### config.mk
export PLATFORM = sky130hd
export DESIGN_NAME = pe_operand_collector_flat
export DESIGN_NICKNAME = d
export VERILOG_FILES = /design/src/rtl/pe_operand_collector_if.sv /design/src/rtl/pe_operand_collector.sv /design/src/flat_wrapper.sv
export SDC_FILE = /design/constraint.sdc
export NUM_CORES = 1
export LEC_CHECK = 0
export CORE_AREA = 2 2 146 113
export CTS_CLUSTER_DIAMETER = 40
export CTS_CLUSTER_SIZE = 14
export DETAILED_ROUTE_END_ITERATION = 10
export DIE_AREA = 0 0 148 115
export PLACE_DENSITY = 0.8
export SYNTH_ARGS = -nofsm -noshare
export SYNTH_HDL_FRONTEND = slang
export SYNTH_SLANG_ARGS = --single-unit
### constraint.sdc
create_clock -name clk_i -period 4.6 [get_ports clk_i]
set_input_delay 0.69 -clock clk_i [delete_from_list [all_inputs] [get_ports clk_i]]
set_output_delay 0.69 -clock clk_i [all_outputs]
set_load 0.02 [all_outputs]
### src/rtl/pe_operand_collector_if.sv
// Operand collector bus: the A/B operand streams coming from the PE input
// muxes and the operand pair going to the functional unit.
//
// Handshake: every stream is valid/ready. A transfer happens on the rising
// clock edge where both valid and ready are high. A producer holds its
// payload stable while valid is high and ready is low. Ready may depend on
// internal state only, never on the partner's valid in the same cycle.
interface pe_operand_collector_if #(
  parameter int N_BITS = 32
);
  logic [N_BITS-1:0] a_data_i;
  logic              a_valid_i;
  logic              a_ready_o;
  logic [N_BITS-1:0] b_data_i;
  logic              b_valid_i;
  logic              b_ready_o;
  logic              flush_i;
  logic              acc_loopback_i;
  logic              fu_ready_i;
  logic [N_BITS-1:0] fu_res_i;
  logic [N_BITS-1:0] a_o;
  logic [N_BITS-1:0] b_o;
  logic              ops_valid_o;

  // Collector side
  modport slave (
    input  a_data_i, a_valid_i, b_data_i, b_valid_i,
    input  flush_i, acc_loopback_i, fu_ready_i, fu_res_i,
    output a_ready_o, b_ready_o, a_o, b_o, ops_valid_o
  );

  // Upstream mux / FU side
  modport master (
    output a_data_i, a_valid_i, b_data_i, b_valid_i,
    output flush_i, acc_loopback_i, fu_ready_i, fu_res_i,
    input  a_ready_o, b_ready_o, a_o, b_o, ops_valid_o
  );
endinterface

### src/rtl/pe_operand_collector.sv
// Operand collector in front of the PE functional unit.
// Two independent 2-entry FIFOs buffer operand A and operand B; their heads
// are paired and offered to the FU. While the FU asserts accumulation
// loopback, operand B is taken from the feedback register holding the last
// FU result instead of the B FIFO.
//
// Optional feature macro: PE_OPCOLL_CONST_B_EN
//   When defined, const_b_i/const_b_sel_i exist and a constant B can replace
//   the B FIFO (loopback still has higher priority).
module pe_operand_collector #(
  parameter int N_BITS = 32,
  parameter int DEPTH  = 2
) (
  input  logic                      clk_i,
  input  logic                      rst_n_i,
  pe_operand_collector_if.slave     bus
`ifdef PE_OPCOLL_CONST_B_EN
  ,
  input  logic [N_BITS-1:0]         const_b_i,
  input  logic                      const_b_sel_i
`endif
);

  localparam logic [1:0] FULL_CNT = 2'(DEPTH);

  // A FIFO state
  logic [N_BITS-1:0] a_mem [2];
  logic              a_wr_ptr;
  logic              a_rd_ptr;
  logic [1:0]        a_cnt;

  // B FIFO state
  logic [N_BITS-1:0] b_mem [2];
  logic              b_wr_ptr;
  logic              b_rd_ptr;
  logic [1:0]        b_cnt;

  // Last FU result, used as B during accumulation
  logic [N_BITS-1:0] fb_reg;

  logic [N_BITS-1:0] a_head;
  logic [N_BITS-1:0] b_head;
  logic [N_BITS-1:0] b_sel;
  logic              b_needed;
  logic              a_ready;
  logic              b_ready;
  logic              ops_valid;
  logic              push_a;
  logic              push_b;
  logic              fire;
  logic              pop_a;
  logic              pop_b;

  // Ready/valid and FIFO heads; an empty head reads as zero
  always_comb begin
    a_ready   = (a_cnt < FULL_CNT);
    b_ready   = (b_cnt < FULL_CNT);
    a_head    = (a_cnt != 2'd0) ? a_mem[a_rd_ptr] : '0;
    b_head    = (b_cnt != 2'd0) ? b_mem[b_rd_ptr] : '0;
    push_a    = bus.a_valid_i & a_ready;
    push_b    = bus.b_valid_i & b_ready;
  end

  // B source priority: loopback, then constant (if built in), then FIFO
  always_comb begin
    b_sel    = b_head;
    b_needed = 1'b1;
    if (bus.acc_loopback_i) begin
      b_sel    = fb_reg;
      b_needed = 1'b0;
    end
`ifdef PE_OPCOLL_CONST_B_EN
    else if (const_b_sel_i) begin
      b_sel    = const_b_i;
      b_needed = 1'b0;
    end
`endif
  end

  // Pair validity and pops; B is only consumed when it came from its FIFO
  always_comb begin
    ops_valid = (a_cnt != 2'd0) & (~b_needed | (b_cnt != 2'd0));
    fire      = ops_valid & bus.fu_ready_i;
    pop_a     = fire;
    pop_b     = fire & b_needed;
  end

  assign bus.a_ready_o   = a_ready;
  assign bus.b_ready_o   = b_ready;
  assign bus.a_o         = a_head;
  assign bus.b_o         = b_sel;
  assign bus.ops_valid_o = ops_valid;

  // A FIFO: flush drops counts/pointers and any same-cycle push; storage is
  // left as is because the zero-head gating hides stale entries
  always_ff @(posedge clk_i or negedge rst_n_i) begin
    if (!rst_n_i) begin
      for (int i = 0; i < 2; i++) a_mem[i] <= '0;
      a_wr_ptr <= 1'b0;
      a_rd_ptr <= 1'b0;
      a_cnt    <= 2'd0;
    end else if (bus.flush_i) begin
      a_wr_ptr <= 1'b0;
      a_rd_ptr <= 1'b0;
      a_cnt    <= 2'd0;
    end else begin
      if (push_a) begin
        a_mem[a_wr_ptr] <= bus.a_data_i;
        a_wr_ptr        <= ~a_wr_ptr;
      end
      if (pop_a) begin
        a_rd_ptr <= ~a_rd_ptr;
      end
      unique case ({push_a, pop_a})
        2'b10:   a_cnt <= a_cnt + 2'd1;
        2'b01:   a_cnt <= a_cnt - 2'd1;
        default: a_cnt <= a_cnt;
      endcase
    end
  end

  // B FIFO: same structure as A, popped only when B came from the FIFO
  always_ff @(posedge clk_i or negedge rst_n_i) begin
    if (!rst_n_i) begin
      for (int i = 0; i < 2; i++) b_mem[i] <= '0;
      b_wr_ptr <= 1'b0;
      b_rd_ptr <= 1'b0;
      b_cnt    <= 2'd0;
    end else if (bus.flush_i) begin
      b_wr_ptr <= 1'b0;
      b_rd_ptr <= 1'b0;
      b_cnt    <= 2'd0;
    end else begin
      if (push_b) begin
        b_mem[b_wr_ptr] <= bus.b_data_i;
        b_wr_ptr        <= ~b_wr_ptr;
      end
      if (pop_b) begin
        b_rd_ptr <= ~b_rd_ptr;
      end
      unique case ({push_b, pop_b})
        2'b10:   b_cnt <= b_cnt + 2'd1;
        2'b01:   b_cnt <= b_cnt - 2'd1;
        default: b_cnt <= b_cnt;
      endcase
    end
  end

  // Feedback register captures the FU result on every accepted pair
  always_ff @(posedge clk_i or negedge rst_n_i) begin
    if (!rst_n_i) begin
      fb_reg <= '0;
    end else if (bus.flush_i) begin
      fb_reg <= '0;
    end else if (fire) begin
      fb_reg <= bus.fu_res_i;
    end
  end

endmodule
### src/flat_wrapper.sv
// flat-port wrapper written by rule: the top's interface ports become plain ports
module pe_operand_collector_flat 
#(
  parameter int N_BITS = 32,
  parameter int DEPTH  = 2
)
  (clk_i, rst_n_i, bus_a_data_i, bus_a_valid_i, bus_b_data_i, bus_b_valid_i, bus_flush_i, bus_acc_loopback_i, bus_fu_ready_i, bus_fu_res_i, bus_a_ready_o, bus_b_ready_o, bus_a_o, bus_b_o, bus_ops_valid_o);
  pe_operand_collector_if #(.N_BITS(N_BITS)) bus_i ();
  input  logic clk_i;
  input  logic rst_n_i;
  input wire logic [$bits(bus_i.a_data_i)-1:0] bus_a_data_i;
  input wire logic [$bits(bus_i.a_valid_i)-1:0] bus_a_valid_i;
  input wire logic [$bits(bus_i.b_data_i)-1:0] bus_b_data_i;
  input wire logic [$bits(bus_i.b_valid_i)-1:0] bus_b_valid_i;
  input wire logic [$bits(bus_i.flush_i)-1:0] bus_flush_i;
  input wire logic [$bits(bus_i.acc_loopback_i)-1:0] bus_acc_loopback_i;
  input wire logic [$bits(bus_i.fu_ready_i)-1:0] bus_fu_ready_i;
  input wire logic [$bits(bus_i.fu_res_i)-1:0] bus_fu_res_i;
  output wire logic [$bits(bus_i.a_ready_o)-1:0] bus_a_ready_o;
  output wire logic [$bits(bus_i.b_ready_o)-1:0] bus_b_ready_o;
  output wire logic [$bits(bus_i.a_o)-1:0] bus_a_o;
  output wire logic [$bits(bus_i.b_o)-1:0] bus_b_o;
  output wire logic [$bits(bus_i.ops_valid_o)-1:0] bus_ops_valid_o;
  assign bus_i.a_data_i = bus_a_data_i;
  assign bus_i.a_valid_i = bus_a_valid_i;
  assign bus_i.b_data_i = bus_b_data_i;
  assign bus_i.b_valid_i = bus_b_valid_i;
  assign bus_i.flush_i = bus_flush_i;
  assign bus_i.acc_loopback_i = bus_acc_loopback_i;
  assign bus_i.fu_ready_i = bus_fu_ready_i;
  assign bus_i.fu_res_i = bus_fu_res_i;
  assign bus_a_ready_o = bus_i.a_ready_o;
  assign bus_b_ready_o = bus_i.b_ready_o;
  assign bus_a_o = bus_i.a_o;
  assign bus_b_o = bus_i.b_o;
  assign bus_ops_valid_o = bus_i.ops_valid_o;
  pe_operand_collector #(.N_BITS(N_BITS), .DEPTH(DEPTH)) u_core (.clk_i(clk_i), .rst_n_i(rst_n_i), .bus(bus_i));
endmodule
== Yosys cells after proc, flatten, opt, wreduce, memory -nomap -nowiden ==
Index checks and enable logic that the tools add are counted.

* Bits in registers: 168
* Output and inout port bits: 67
* Word-level logic and storage cells: 84

* Add/subtract/negate cells: 4
* Magnitude comparators: 8
* Equal/unequal tests: 4
* Muxes and demuxes: 30
* Bitwise gates (word level): 15
* Reduce and logical (&&, ||, !) cells: 12

{| class="wikitable"
|+ Operator list
! cell !! number
|-
| 32-bit two-way mux || 13
|-
| 64-bit bitwise mux || 2
|-
| 32-bit demux with 1-bit select || 2
|-
| 2-bit nonzero test || 6
|-
| 1-bit two-way mux || 9
|-
| 2-bit greater-or-equal comparator, second input constant || 4
|-
| 1-bit inverter with 2-bit output || 4
|-
| 2-bit one-hot mux with 2 select lines || 2
|-
| 3-bit nonzero test || 2
|-
| 1-bit bitwise AND || 5
|-
| 1-bit inverter || 5
|-
| 2-bit by 1-bit adder with 2-bit output, second input constant || 2
|-
| 2-bit by 1-bit equality test with 1-bit output, second input constant || 2
|-
| 2-bit equality test, second input constant || 2
|-
| 2-bit by 1-bit < comparator with 1-bit output, second input constant || 2
|-
| 2-bit < comparator, second input constant || 2
|-
| 2-bit two-way mux || 2
|-
| 2-bit AND reduction || 2
|-
| 2-bit by 1-bit subtractor with 2-bit output, second input constant || 2
|-
| 1-bit logical AND || 2
|-
| 1-bit bitwise OR || 1
|}

== Longest topological paths before layout ==
* Depth after elaboration: 8
* Gate-level depth with buffers: 7
* Depth with buffers taken out: 4

== Worst setup path before layout ==
OpenSTA, ideal clock, no wires.

* Path kind: input port to output port
* From: input port bus_acc_loopback_i
* To: output port bus_b_o[10]
* Arrival time: 1.715 ns
* Path slack: 2.195 ns
* Stages on the path: 4
* Path buffers: 2
* Cells stage by stage: buf_2 o21bai_1 clkbuf_1 o21ai_0

* Cells in the longest elaborated chain, start to end: 1

{| class="wikitable"
|+ Ends and longest elaborated chain
! element !! line !! text
|-
| start: declaration || flat_wrapper.sv:16 || <nowiki>input wire logic [$bits(bus_i.acc_loopback_i)-1:0] bus_acc_loopback_i;</nowiki>
|-
| 32-bit two-way mux || pe_operand_collector.sv:68 || <nowiki>if (bus.acc_loopback_i) begin</nowiki>
|-
| end: declaration || flat_wrapper.sv:22 || <nowiki>output wire logic [$bits(bus_i.b_o)-1:0] bus_b_o;</nowiki>
|}

No other way between the ends.

== Worst setup path in the final report ==
* From: register u_core.b_cnt[1]
* To: output port bus_b_o[18]

* Cells in the longest elaborated chain, start to end: 3

{| class="wikitable"
|+ Ends and longest elaborated chain
! element !! line !! text
|-
| start: declaration || pe_operand_collector.sv:36 || <nowiki>logic [1:0] b_cnt;</nowiki>
|-
| start signal: assignment || pe_operand_collector.sv:142 || <nowiki>2'b10: b_cnt <= b_cnt + 2'd1;</nowiki>
|-
| start signal: assignment || pe_operand_collector.sv:143 || <nowiki>2'b01: b_cnt <= b_cnt - 2'd1;</nowiki>
|-
| start signal: assignment || pe_operand_collector.sv:144 || <nowiki>default: b_cnt <= b_cnt;</nowiki>
|-
| 2-bit nonzero test || pe_operand_collector.sv:59 || <nowiki>b_head = (b_cnt != 2'd0) ? b_mem[b_rd_ptr] : '0;</nowiki>
|-
| 32-bit two-way mux || pe_operand_collector.sv:59 ||
|-
| 32-bit two-way mux || pe_operand_collector.sv:68 ||
|}

No other way between the ends.

==> run_results.csv <==
group,metric,value,unit
finish,layout.cells.most_common,"sky130_fd_sc_hd__clkdlybuf4s50_1",
synthesis,adder_and_majority_gate_portion_of_the_synthesized_area,0,%
synthesis,synth.ff_latch_count,168,
sta,final_number_of_max_transition_violations,0,
clock_tree,clk_pin_slew,0.06,ns
synthesis,synth_async_sr_flop_share,100,%
synthesis,yosys_warnings,0,
sta,slew_headroom,14.5,%
sta,worst_clock_skew,0.00747,ns
setup_path,critical_path.startpoint_type,"flip-flop",
route,dr.first_iter.drc_count,286,
synthesis,synth_compound_gate_area_share,4.85,%
global_routing,largest_net_degree_at_the_start_of_global_routing,118,
clock_tree,cts_post_setup_buffers_inserted,0,
setup_path,timing.critical_path.slowest_stage_cell,"sky130_fd_sc_hd__o21bai_2",
finish,syn_to_final_growth,31.6,%
run_status,result_of_the_run,"finished, final reports clean",
sta,timing.final.hold_violations,0,
synthesis,mean_area_per_synthesized_cell,12.1,µm²
clock_tree,clock_latency_on_the_worst_skew_pair,0.43,ns
sta,timing.fmax,0.281,GHz
setup_path,critPathRequiredTime,3.91,ns
die,std_cell_rows,40,
synthesis,muxShareOfSynthArea,27.2,%
clock_tree,cts_tree,"built",
place,port_buffers,169,
clock_tree,tritoncts_num_sinks,168,
job,maxCapViolCount,0,
die,floorplan.io_pins,170,
clock_tree,cts_repair_resize_count,0,
place,final_replace_weighted_congestion,0.844,
die,die-area,17000,µm²
route,post_drt_wl_per_cell,17.8,µm
global_routing,antenna_found_initial,1,
synthesis,synth_simple_gate_area_share,8.81,%
clock_tree,cts_root_buf,"sky130_fd_sc_hd__clkbuf_16",
global_routing,grt_util_all_layers,22.1,%
finish,most-common-layout-cells,"167 x sky130_fd_sc_hd__clkdlybuf4s50_1, 166 x sky130_fd_sc_hd__dfrtp_1, 124 x sky130_fd_sc_hd__mux2_2",
synthesis,synthesis.instances,634,
finish,layout-drive-gt1-share,23.8,%
sta,worst-slew-pin-transition,1.28,ns
setup_path,crit_path_capture_type,"output pin",
die,placeableCoreArea,15600,µm²
route,first_pass_iters,4,
route,post_drt_via_cell_ratio,5.33,
setup_path,crit_path_cell_trace,"o21bai_2, o21ai_0, clkdlybuf4s50_1",
die,die_height,115,µm
synthesis,post_synth_edffs,0,
pwr,p_per_area,480,nW/µm²
worst_hold_path,hold_class,"input pin to async pin",
setup_path,reg2regPathDepth,4,
synthesis,flip_flop_cell_with_the_highest_count_after_synthesis,"sky130_fd_sc_hd__dfrtp_1",
sta,fin_worst_hold_slack,0.418,ns
synthesis,synth.net_count,737,
pwr,power.ir.vdd_worst,0.307,mV
route,wl,18000,µm
finish,fin_nets,890,
setup_path,crit_family,"compound AO/OA/AOI/OAI gates",
sta,min_period_over_period,77.4,%
setup_path,critical_path_class,"flip-flop to output pin",
die,initial_cell_density_of_the_core,49.0,%
global_routing,grt_pass1_vias,5817,
place,place.detailed.hpwl,12100,µm
synthesis,synth.distinct_cells,36,
setup_path,path_depth,3,
pwr,p_leak,4.00,nW
clock_tree,cts_htree_levels,4,
global_routing,grt_first_pass_wirelength,29300,µm
sta,final-setup-viol-count,0,
synthesis,dominant_combinational_cell_family_by_area_after_synthesis,"multiplexers",
synthesis,synth-xor-area-share,0.686,%
synthesis,seq_area_frac_synth,54.9,%
sta,period_minus_slack,3.56,ns
setup_path,critPathArrivalTime,2.87,ns
setup_path,critPathMaxStageDelay,1.03,ns
global_routing,grt-ovfl-total,0,
clock_tree,postCtsHoldBufs,0,
setup_path,critPathMaxFanout,33,
setup_path,path_buf_inv,1,
route,num_vias,5393,
route,detailed_route_drc_error_count,0,
die,die_width,148,µm
synthesis,syn-cell-area,7660,µm²
clock_tree,clock_buffer_depth,2,
sta,setup_repair_after_global_routing_missed_its_margin,"false",
sta,setup_total_negative_slack,0,ns
clock_tree,numCtsBuffers,17,
route,final_antenna_net_count,0,
## Yosys cell counts (5+ instances only)
master                       n  area share, %
sky130_fd_sc_hd__clkbuf_1   14           0.69
sky130_fd_sc_hd__buf_6      10            1.5
sky130_fd_sc_hd__a21oi_1    33            2.2
sky130_fd_sc_hd__nand2_2    11           0.90
sky130_fd_sc_hd__mux2i_1    64            8.4
sky130_fd_sc_hd__nand2_1    89            4.4
sky130_fd_sc_hd__mux2_2    124             18
sky130_fd_sc_hd__xnor2_1     5           0.57
sky130_fd_sc_hd__dfrtp_1   168             55
sky130_fd_sc_hd__buf_2      14           0.91
sky130_fd_sc_hd__nor2_1     38            1.9
sky130_fd_sc_hd__o21ai_0    33            2.2
## area by class of cell
cell class | instances | area, µm²
clock buffer | 22 | 484
tap | 210 | 263
multi-input combinational | 421 | 3200
sequential | 168 | 4210
clock inverter | 10 | 164
antenna | 1 | 2.50
timing repair buffer | 177 | 1750
fill | 1220 | 5540
inverter | 2 | 7.51
## worst reg2reg max path, stage by stage, from the launching register on
cell	delay, ns
sky130_fd_sc_hd__dfrtp_1	0.47
sky130_fd_sc_hd__o21bai_2	1.04
sky130_fd_sc_hd__or3b_1	0.33
sky130_fd_sc_hd__xor2_1	0.19
sky130_fd_sc_hd__nor2_1	0.07
## stage by stage
step	power, W	instance area, µm²	utilization (%)	setup WS (ns)	instances
floorplan	0.00283	7660	-	2.20	634
global placement	0.00323	9430	60.4	1.29	978
detailed placement	0.00332	9430	60.4	1.25	978
CTS	0.00488	10100	64.5	1.03	1010
global route	0.00509	10100	64.5	0.826	1010
finish	0.00484	10100	64.5	1.04	1011
## layer usage
metal	share of wire [%]	vias to the layer above	track usage, %
met5	0	-	0
met4	2.6	0	9.27
met3	7.3	32	7.46
met2	48	159	36.2
met1	42	2723	27.0
li1	-	2479	-
## cell families after synthesis
logic type / Yosys count
AOI/OAI and AO/OA: 71
DFF: 168
xor gates and xnor gates: 6
buffers and inverters: 45
muxes: 192
and+or+nand+nor: 152
## path summary, 6_finish.rpt
path                                         startpoint                            to  slack (ns)
setup / recovery            u_core.b_cnt[1]$_DFFE_PN0P_                   bus_b_o[18]        1.04
hold / removal                                  rst_n_i  u_core.fb_reg[2]$_DFFE_PN0P_        0.42
setup reg to reg            u_core.b_cnt[1]$_DFFE_PN0P_   u_core.b_rd_ptr$_DFFE_PN0P_        2.36
hold reg to reg            u_core.b_mem[54]$_DFFE_PN0P_  u_core.b_mem[54]$_DFFE_PN0P_        0.49
max in group asynchronous                       rst_n_i  u_core.fb_reg[1]$_DFFE_PN0P_        3.19
min in group clk_i         u_core.b_mem[54]$_DFFE_PN0P_  u_core.b_mem[54]$_DFFE_PN0P_        0.49
## power by group
part / internal [W] / switching [W] / total, W
Combinational: 0.000659 / 0.000506 / 0.00117
Clock: 0.000970 / 0.000576 / 0.00155
Sequential: 0.00188 / 0.000244 / 0.00213
Total: 0.00351 / 0.00133 / 0.00484
Power figures use the tool's default switching activity.
